**src/rtl/button_pkg.sv**
```systemverilog
// Shared types and sizing helpers for the push-button front end.
package button_pkg;

  // Auto-repeat controller states
  typedef enum logic [1:0] {
    IDLE   = 2'd0,
    HOLD   = 2'd1,
    REPEAT = 2'd2
  } rpt_state_e;

  // Bits needed to hold values 0..max_val (never less than one bit)
  function automatic int unsigned cnt_width(input int unsigned max_val);
    int unsigned w;
    w = $clog2(max_val + 1);
    return (w < 1) ? 1 : w;
  endfunction

  // Larger of two unsigned values, used to size the shared repeat counter
  function automatic int unsigned max_u(input int unsigned a, input int unsigned b);
    return (a > b) ? a : b;
  endfunction

endpackage

```
**src/rtl/button_channel.sv**
```systemverilog
// One button channel: synchroniser, stability filter, press/release edge
// pulses and the typematic auto-repeat controller.
module button_channel
  import button_pkg::*;
#(
  parameter int unsigned SYNC_STAGES   = 2,
  parameter int unsigned STABLE_CYCLES = 16,
  parameter int unsigned REPEAT_DELAY  = 0,
  parameter int unsigned REPEAT_PERIOD = 8
) (
  input  logic clk,
  input  logic rst,
  input  logic inp,
  output logic level,
  output logic outp,
  output logic release_pulse
);

  localparam int unsigned CW       = cnt_width(STABLE_CYCLES);
  localparam int unsigned RW       = cnt_width(max_u(REPEAT_DELAY, REPEAT_PERIOD));
  localparam bit          RPT_EN   = (REPEAT_DELAY > 0);
  localparam int unsigned CNT_LAST = (STABLE_CYCLES > 0) ? STABLE_CYCLES - 1 : 0;
  localparam int unsigned DLY_LAST = RPT_EN ? REPEAT_DELAY - 1 : 0;
  localparam int unsigned PER_LAST = (REPEAT_PERIOD > 0) ? REPEAT_PERIOD - 1 : 0;

  logic [SYNC_STAGES-1:0] sync_q;
  logic                   sync;
  logic [CW-1:0]          cnt;
  logic                   accept_c;
  logic                   press_c;
  logic                   rel_c;

  rpt_state_e             state;
  rpt_state_e             state_nxt;
  logic [RW-1:0]          rcnt;
  logic [RW-1:0]          rcnt_nxt;
  logic                   rpt_fire_c;

  // Metastability synchroniser; the oldest stage feeds the filter
  always_ff @(posedge clk) begin
    if (rst) begin
      sync_q <= '0;
    end else begin
      sync_q <= {sync_q[SYNC_STAGES-2:0], inp};
    end
  end

  assign sync = sync_q[SYNC_STAGES-1];

  // A differing sample is accepted once it has persisted STABLE_CYCLES cycles
  assign accept_c = (sync != level) && (cnt == CW'(CNT_LAST));
  assign press_c  = accept_c && sync;
  assign rel_c    = accept_c && !sync;

  // Stability counter and debounced level
  always_ff @(posedge clk) begin
    if (rst) begin
      cnt   <= '0;
      level <= 1'b0;
    end else if (sync == level) begin
      cnt   <= '0;
    end else if (accept_c) begin
      level <= sync;
      cnt   <= '0;
    end else begin
      cnt   <= cnt + CW'(1);
    end
  end

  // Repeat controller state register
  always_ff @(posedge clk) begin
    if (rst) begin
      state <= IDLE;
      rcnt  <= '0;
    end else begin
      state <= state_nxt;
      rcnt  <= rcnt_nxt;
    end
  end

  // Repeat controller next state; a release on a due edge suppresses the repeat
  always_comb begin
    state_nxt  = state;
    rcnt_nxt   = rcnt;
    rpt_fire_c = 1'b0;
    case (state)
      IDLE: begin
        rcnt_nxt = '0;
        if (press_c && RPT_EN) begin
          state_nxt = HOLD;
        end
      end
      HOLD: begin
        if (rel_c) begin
          state_nxt = IDLE;
          rcnt_nxt  = '0;
        end else if (rcnt == RW'(DLY_LAST)) begin
          rpt_fire_c = 1'b1;
          state_nxt  = REPEAT;
          rcnt_nxt   = '0;
        end else begin
          rcnt_nxt = rcnt + RW'(1);
        end
      end
      REPEAT: begin
        if (rel_c) begin
          state_nxt = IDLE;
          rcnt_nxt  = '0;
        end else if (rcnt == RW'(PER_LAST)) begin
          rpt_fire_c = 1'b1;
          rcnt_nxt   = '0;
        end else begin
          rcnt_nxt = rcnt + RW'(1);
        end
      end
      default: begin
        state_nxt = IDLE;
        rcnt_nxt  = '0;
      end
    endcase
  end

  // Registered event pulses; press and repeat never overlap a release
  always_ff @(posedge clk) begin
    if (rst) begin
      outp          <= 1'b0;
      release_pulse <= 1'b0;
    end else begin
      outp          <= press_c | rpt_fire_c;
      release_pulse <= rel_c;
    end
  end

endmodule

```
**src/rtl/button_conditioner.sv**
```systemverilog
// Multi-channel push-button conditioner: N independent debounced channels
// with press, release and optional auto-repeat pulses.
// The release output is named release_pulse because "release" is reserved.
module button_conditioner
  import button_pkg::*;
#(
  parameter int unsigned CHANNELS      = 4,
  parameter int unsigned SYNC_STAGES   = 2,
  parameter int unsigned STABLE_CYCLES = 16,
  parameter int unsigned REPEAT_DELAY  = 0,
  parameter int unsigned REPEAT_PERIOD = 8
) (
  input  logic                clk,
  input  logic                rst,
  input  logic [CHANNELS-1:0] inp,
  output logic [CHANNELS-1:0] level,
  output logic [CHANNELS-1:0] outp,
  output logic [CHANNELS-1:0] release_pulse
);

  // Reject parameter sets the channel logic cannot implement
  if (CHANNELS < 1) begin : g_chk_channels
    $error("button_conditioner: CHANNELS must be >= 1");
  end
  if (SYNC_STAGES < 2) begin : g_chk_sync
    $error("button_conditioner: SYNC_STAGES must be >= 2");
  end
  if (STABLE_CYCLES < 1) begin : g_chk_stable
    $error("button_conditioner: STABLE_CYCLES must be >= 1");
  end
  if ((REPEAT_DELAY > 0) && (REPEAT_PERIOD < 1)) begin : g_chk_period
    $error("button_conditioner: REPEAT_PERIOD must be >= 1 when repeat is enabled");
  end

  // One independent conditioner per button
  for (genvar ch = 0; ch < CHANNELS; ch++) begin : g_ch
    button_channel #(
      .SYNC_STAGES  (SYNC_STAGES),
      .STABLE_CYCLES(STABLE_CYCLES),
      .REPEAT_DELAY (REPEAT_DELAY),
      .REPEAT_PERIOD(REPEAT_PERIOD)
    ) u_channel (
      .clk          (clk),
      .rst          (rst),
      .inp          (inp[ch]),
      .level        (level[ch]),
      .outp         (outp[ch]),
      .release_pulse(release_pulse[ch])
    );
  end

endmodule

```
**config.mk**
```make
export PLATFORM = sky130hd
export DESIGN_NAME = button_conditioner
export DESIGN_NICKNAME = d
export VERILOG_FILES = /design/src/rtl/button_pkg.sv /design/src/rtl/button_channel.sv /design/src/rtl/button_conditioner.sv
export SDC_FILE = /design/constraint.sdc
export NUM_CORES = 1
export LEC_CHECK = 0
export CAP_MARGIN = 25
export CORE_MARGIN = 3
export CORE_UTILIZATION = 30
export DETAILED_ROUTE_END_ITERATION = 12
export PLACE_DENSITY_LB_ADDON = 0.05
export RECOVER_POWER = 50
export SYNTH_ARGS = -nofsm -noshare
export SYNTH_HDL_FRONTEND = slang
export SYNTH_SLANG_ARGS = --single-unit
```
**constraint.sdc**
```tcl
create_clock -name clk -period 2 [get_ports clk]
set_clock_uncertainty 0.05 [all_clocks]
set_input_delay 0.3 -clock clk [delete_from_list [all_inputs] [get_ports clk]]
set_output_delay 0.3 -clock clk [all_outputs]
set_load 0.01 [all_outputs]
```
---- Word-level counts from Yosys, hierarchy flattened ----
Cells that the tools add are included.
word-level totals
  flip-flop bits (word level) ............. 64
  bits of input ports ..................... 6
  output and inout port bits .............. 12
  logic and storage cells ................. 172
operators by class
  mux-type cells .......................... 56
  $add $sub $neg .......................... 8
  equal/unequal tests ..................... 32
  bitwise gates (word level) .............. 12
  reductions and logical operators ........ 36
operators with widths
  operator                                                         count
  4-bit 2-to-1 mux                                                 16
  4-bit one-hot mux with 2 select lines                            4
  2-bit 2-to-1 mux                                                 12
  2-bit one-hot mux with 3 select lines                            4
  5-bit by 1-bit adder with 5-bit output, second input constant    4
  5-bit by 4-bit == test with 1-bit output, second input constant  4
  4-bit by 1-bit adder with 4-bit output, second input constant    4
  4-bit by 3-bit == test with 1-bit output, second input constant  4
  4-bit logical NOT                                                4
  1-bit 2-to-1 mux                                                 16
  1-bit logical AND                                                12
  3-bit by 1-bit != test with 1-bit output, second input constant  4
  3-bit AND reduction                                              4
  3-bit OR reduction                                               4
  2-bit by 1-bit == test with 1-bit output, second input constant  4
  2-bit == test, second input constant                             4
  2-bit logical NOT                                                4
  2-bit by 1-bit != test with 1-bit output, second input constant  4
  1-bit NOT                                                        8
  1-bit one-hot mux with 2 select lines                            4
  2-bit AND reduction                                              4
  1-bit == test                                                    4
  1-bit logical NOT                                                4
  1-bit != test                                                    4
  1-bit bitwise OR                                                 4

---- Logic depth before layout (Yosys ltp) ----
  depth in word-level cells ............... 6
  depth in mapped cells ................... 5
  mapped depth without buffers ............ 5

---- By module ----
A second synthesis with hierarchy kept.
second synthesis, totals
  cell total of the unflattened synthesis .. 124
  area total of the unflattened synthesis .. 1406.3 sq um
modules (own cells, without submodules)
  module          cells an instance  instances  area an instance (sq um)  seq. area each (sq um)
  button_channel  31                 4          351.6                     200.2

---- Least setup slack after synthesis ----
OpenSTA, ideal clock, no wires.
  kind .................................... reg-to-reg
  from .................................... reg g_ch[2].u_channel.cnt[0]
  to ...................................... reg g_ch[2].u_channel.cnt[2]
  library setup time ...................... 0.064 ns
  stages on the path, launching flop included .. 6
  buffers on the path ..................... 0
  data arrival time ....................... 1.373 ns
  path slack .............................. 0.512 ns
  clock period less this slack ............ 1.488 ns
  data required time ...................... 1.886 ns
  cell sequence ........................... dfxtp_1 > ha_1 > and3_1 > ha_1 > or3_4 > nor2_1
on the way
  longest elaborated chain between the ends .. 3
  elaborated cells between the ends (all ways) .. 4
  those cells by class .................... 1 x add/sub; 1 x eq/ne; 2 x reduce/logical
ends and longest elaborated chain
  what                                                                                            line                  source
  from (decl)                                                                                     button_channel.sv:28  logic [CW-1:0] cnt;
  from (signal assigned)                                                                          button_channel.sv:66  cnt <= cnt + CW'(1);
  parallel branches: the longest is 3 deep, another holds 5-bit by 1-bit adder with 5-bit output  -
Parallel ways; which one is timed is not known.
A chain may end at the register's enable or synchronous reset.

---- Worst setup path in the final report ----
  from .................................... in rst
  to ...................................... reg g_ch[0].u_channel.cnt[3]
on the way
  longest elaborated chain between the ends .. 1
ends and longest elaborated chain
  what                          line                      source
  from (decl)                   button_conditioner.sv:14  input logic rst,
  3-bit OR reduction (no line)  -
  to (signal assigned)          button_channel.sv:66
  to (decl)                     button_channel.sv:28
Every way passes these cells.

==> results.sh <==
export IMPL_outcome="completed"
export IMPL_firstDrtPassIters=2
export IMPL_gp_congestion=0.6835
export IMPL_die_area_um2=5899
export IMPL_n_antenna_cell=0
export IMPL_r2r_cells=5
export IMPL_cts_buffers=5
export IMPL_worst_pin_slew_ns=0.9166
export IMPL_ys_seq_area_frac=0.5324
export IMPL_setup_viol=0
export IMPL_clk_latency_ns=0.28
export IMPL_fillCellCount=483
export IMPL_drv_slew=0
export IMPL_power_total_w=0.001308
export IMPL_drc=0
export IMPL_power_leakage_nw=0.6563
export IMPL_reg2reg_to="g_ch[0].u_channel.cnt[3]$_SDFF_PP0_"
export IMPL_drtIter0Drc=30
export IMPL_yosysTopAreaCell="dfxtp_1"
export IMPL_reg2reg_slack_ns=0.40
export IMPL_reg2reg_from="g_ch[0].u_channel.cnt[0]$_SDFF_PP0_"
export IMPL_min_period_ns=1.670
export IMPL_yosys_register_bits=40
export IMPL_vias_per_cell=3.874
export IMPL_max_freq_mhz=598.8
export IMPL_rows=25
export IMPL_io_pin_count=18
export IMPL_startpoint="rst"
export IMPL_post_cts_buffers=0
export IMPL_setup_tns_ns=0
export IMPL_post_route_period_util=0.8350
export IMPL_die_w_um=76.81
export IMPL_yosys_area_top_type_share=0.5324
export IMPL_ir_drop_v=0.0003511
export IMPL_cts_resized=0
export IMPL_area_growth_pct=15.22
export IMPL_critPathKind="in -> reg"
export IMPL_vias=829
export IMPL_mostFrequentLayoutCells="dfxtp_1 (40), nor2_1 (24), clkdlybuf4s50_1 (11)"
export IMPL_grt_ovfl_total=0
export IMPL_grt_pass1_vias=788
export IMPL_routedWlPerCell_um=9.318
export IMPL_synth_area_leaders="dfxtp_1 (53%), and4bb_2 (6.7%), ha_1 (6.7%)"
export IMPL_syn_nets=152
export IMPL_dpl_hpwl_um=1413
export IMPL_cp_data_arrival_time_ns=1.79
export IMPL_crit_end="g_ch[0].u_channel.cnt[3]$_SDFF_PP0_"
export IMPL_cts_tree="built"
export IMPL_final_common_cell="dfxtp_1"
export IMPL_die_h_um=76.81
export IMPL_wl_um=1994
export IMPL_crit_path_max_fanout=24
export IMPL_htreeDepth=2
export IMPL_grt_max_degree=25
export IMPL_finalHoldViolCount=0
export IMPL_cts_root_buf="clkbuf_8"
export IMPL_max_stage_delay_ns=0.68
export IMPL_drive_gt1_frac=0.1156
export IMPL_antenna_found_initial=0
export IMPL_max_cap_violations=0
export IMPL_multi_input_area_um2=575.6
export IMPL_cts_clk_slew_worst_paths_ns=0.07
export IMPL_ys_types=14
export IMPL_critPathSlowestCell="clkbuf_1"
export IMPL_cts_sinks=40
export IMPL_maxSlewHeadroom=0.3889
export IMPL_power_density_nw_per_um2=754.9
export IMPL_crit_chain="clkdlybuf4s50_1 -> clkbuf_1 -> or3_4 -> nor2_1"
export IMPL_hold_buffers=0
export IMPL_hold_class="reg -> reg"
export IMPL_cts_buffer_depth=2
export IMPL_coreArea_um2=4786
export IMPL_rsz0062_at_grt="no"
export IMPL_ant_nets=0
export IMPL_grtUsageTotal=0.07694
export IMPL_seq_area_um2=800.8
export IMPL_io_buffers=17
export IMPL_postSynthCellCount=138
export IMPL_grt_pass1_wl_um=3491
export IMPL_worstSetupEndpointType="flip-flop"
export IMPL_nNetsFinal=163
export IMPL_syn_avg_cell_area_um2=10.90
export IMPL_cp_required_ns=2.12
export IMPL_netlist_area_um2=1504
export IMPL_yosysWarnings=0
export IMPL_initial_core_util=0.3142
export IMPL_cp_start_kind="input pin"
-- through the flow --
step	hold slack [ns]	area, µm²	setup WS (ns)	cells	utilization
2_1_floorplan	0.3638	1504	0.5124	138	-
3_3_place_gp	0.3684	1668	0.4297	209	0.3485
3_5_place_dp	0.3758	1668	0.4146	209	0.3485
4_1_cts	0.3921	1737	0.3662	214	0.3629
5_1_grt	0.4074	1733	0.1851	214	0.3621
6_report	0.3864	1733	0.3300	214	0.3621
-- critical path: cells and delay by family --
family,cells,cell delay (ns)
buf+inv,2,1.13
simple gates,2,0.35
-- flip-flops by register name, summed over array words and instances, names as in the netlist --
name                          flops
g_ch.u_channel.cnt               20
g_ch.u_channel.sync_q             8
g_ch.u_channel.release_pulse      4
g_ch.u_channel.level              4
g_ch.u_channel.outp               4
-- cells in the mapped netlist --
cell type / n
or3_4: 4
inv_1: 8
mux2i_1: 4
ha_1: 8
clkbuf_1: 2
and4bb_2: 8
xor2_1: 4
nor2_1: 24
dfxtp_1: 40
and3_1: 4
xnor2_1: 8
nor2b_1: 8
nand3_1: 4
buf_4: 12
-- report_power, final --
group          internal, W  leakage (nW)  switching [W]
registers         0.000806         0.324     0.00000561
logic            0.0000214         0.296      0.0000140
clock network     0.000225        0.0359       0.000236
total              0.00105         0.656       0.000256
-- metal layers --
layer | GRT usage | part of all wire | vias to the layer above
met1 | 0.09130 | 0.50 | 358
met2 | 0.1063 | 0.43 | 16
met5 | 0 | 0 | -
met3 | 0.04225 | 0.060 | 2
li1 | - | - | 453
met4 | 0.04891 | 0.0075 | 0
-- layout make-up --
class | instances | area share
repair buffers | 18 | 0.1004
inverters | 8 | 0.01733
clock buffers | 5 | 0.03971
multi-input cells | 76 | 0.3321
flip-flops and latches | 40 | 0.4621
well taps | 67 | 0.04838
-- how the worst min path moves through the flow --
stage,from,endpoint,slack [ns],depth (start not counted)
2_1_floorplan,g_ch[0].u_channel.sync_q[0]$_SDFF_PP0_,g_ch[0].u_channel.sync_q[1]$_SDFF_PP0_,0.36,1
3_3_place_gp,g_ch[3].u_channel.sync_q[0]$_SDFF_PP0_,g_ch[3].u_channel.sync_q[1]$_SDFF_PP0_,0.37,1
3_5_place_dp,g_ch[0].u_channel.sync_q[0]$_SDFF_PP0_,g_ch[0].u_channel.sync_q[1]$_SDFF_PP0_,0.38,1
4_1_cts,g_ch[0].u_channel.sync_q[0]$_SDFF_PP0_,g_ch[0].u_channel.sync_q[1]$_SDFF_PP0_,0.39,1
5_1_grt,g_ch[3].u_channel.sync_q[0]$_SDFF_PP0_,g_ch[3].u_channel.sync_q[1]$_SDFF_PP0_,0.41,1
6_report,g_ch[0].u_channel.sync_q[0]$_SDFF_PP0_,g_ch[0].u_channel.sync_q[1]$_SDFF_PP0_,0.39,1
-- kinds of logic (layout without fill, tap and decap cells) --
logic type / after synthesis / in the layout / share of synthesized area
xor+xnor: 12 / 12 / 0.06988
fa+ha+maj: 8 / 8 / 0.06656
buf+inv: 22 / 31 / 0.08486
flops: 40 / 40 / 0.5324
mux: 4 / 4 / 0.02662
simple gates: 52 / 52 / 0.2196
Note: power is estimated with default switching activity, not from simulation.
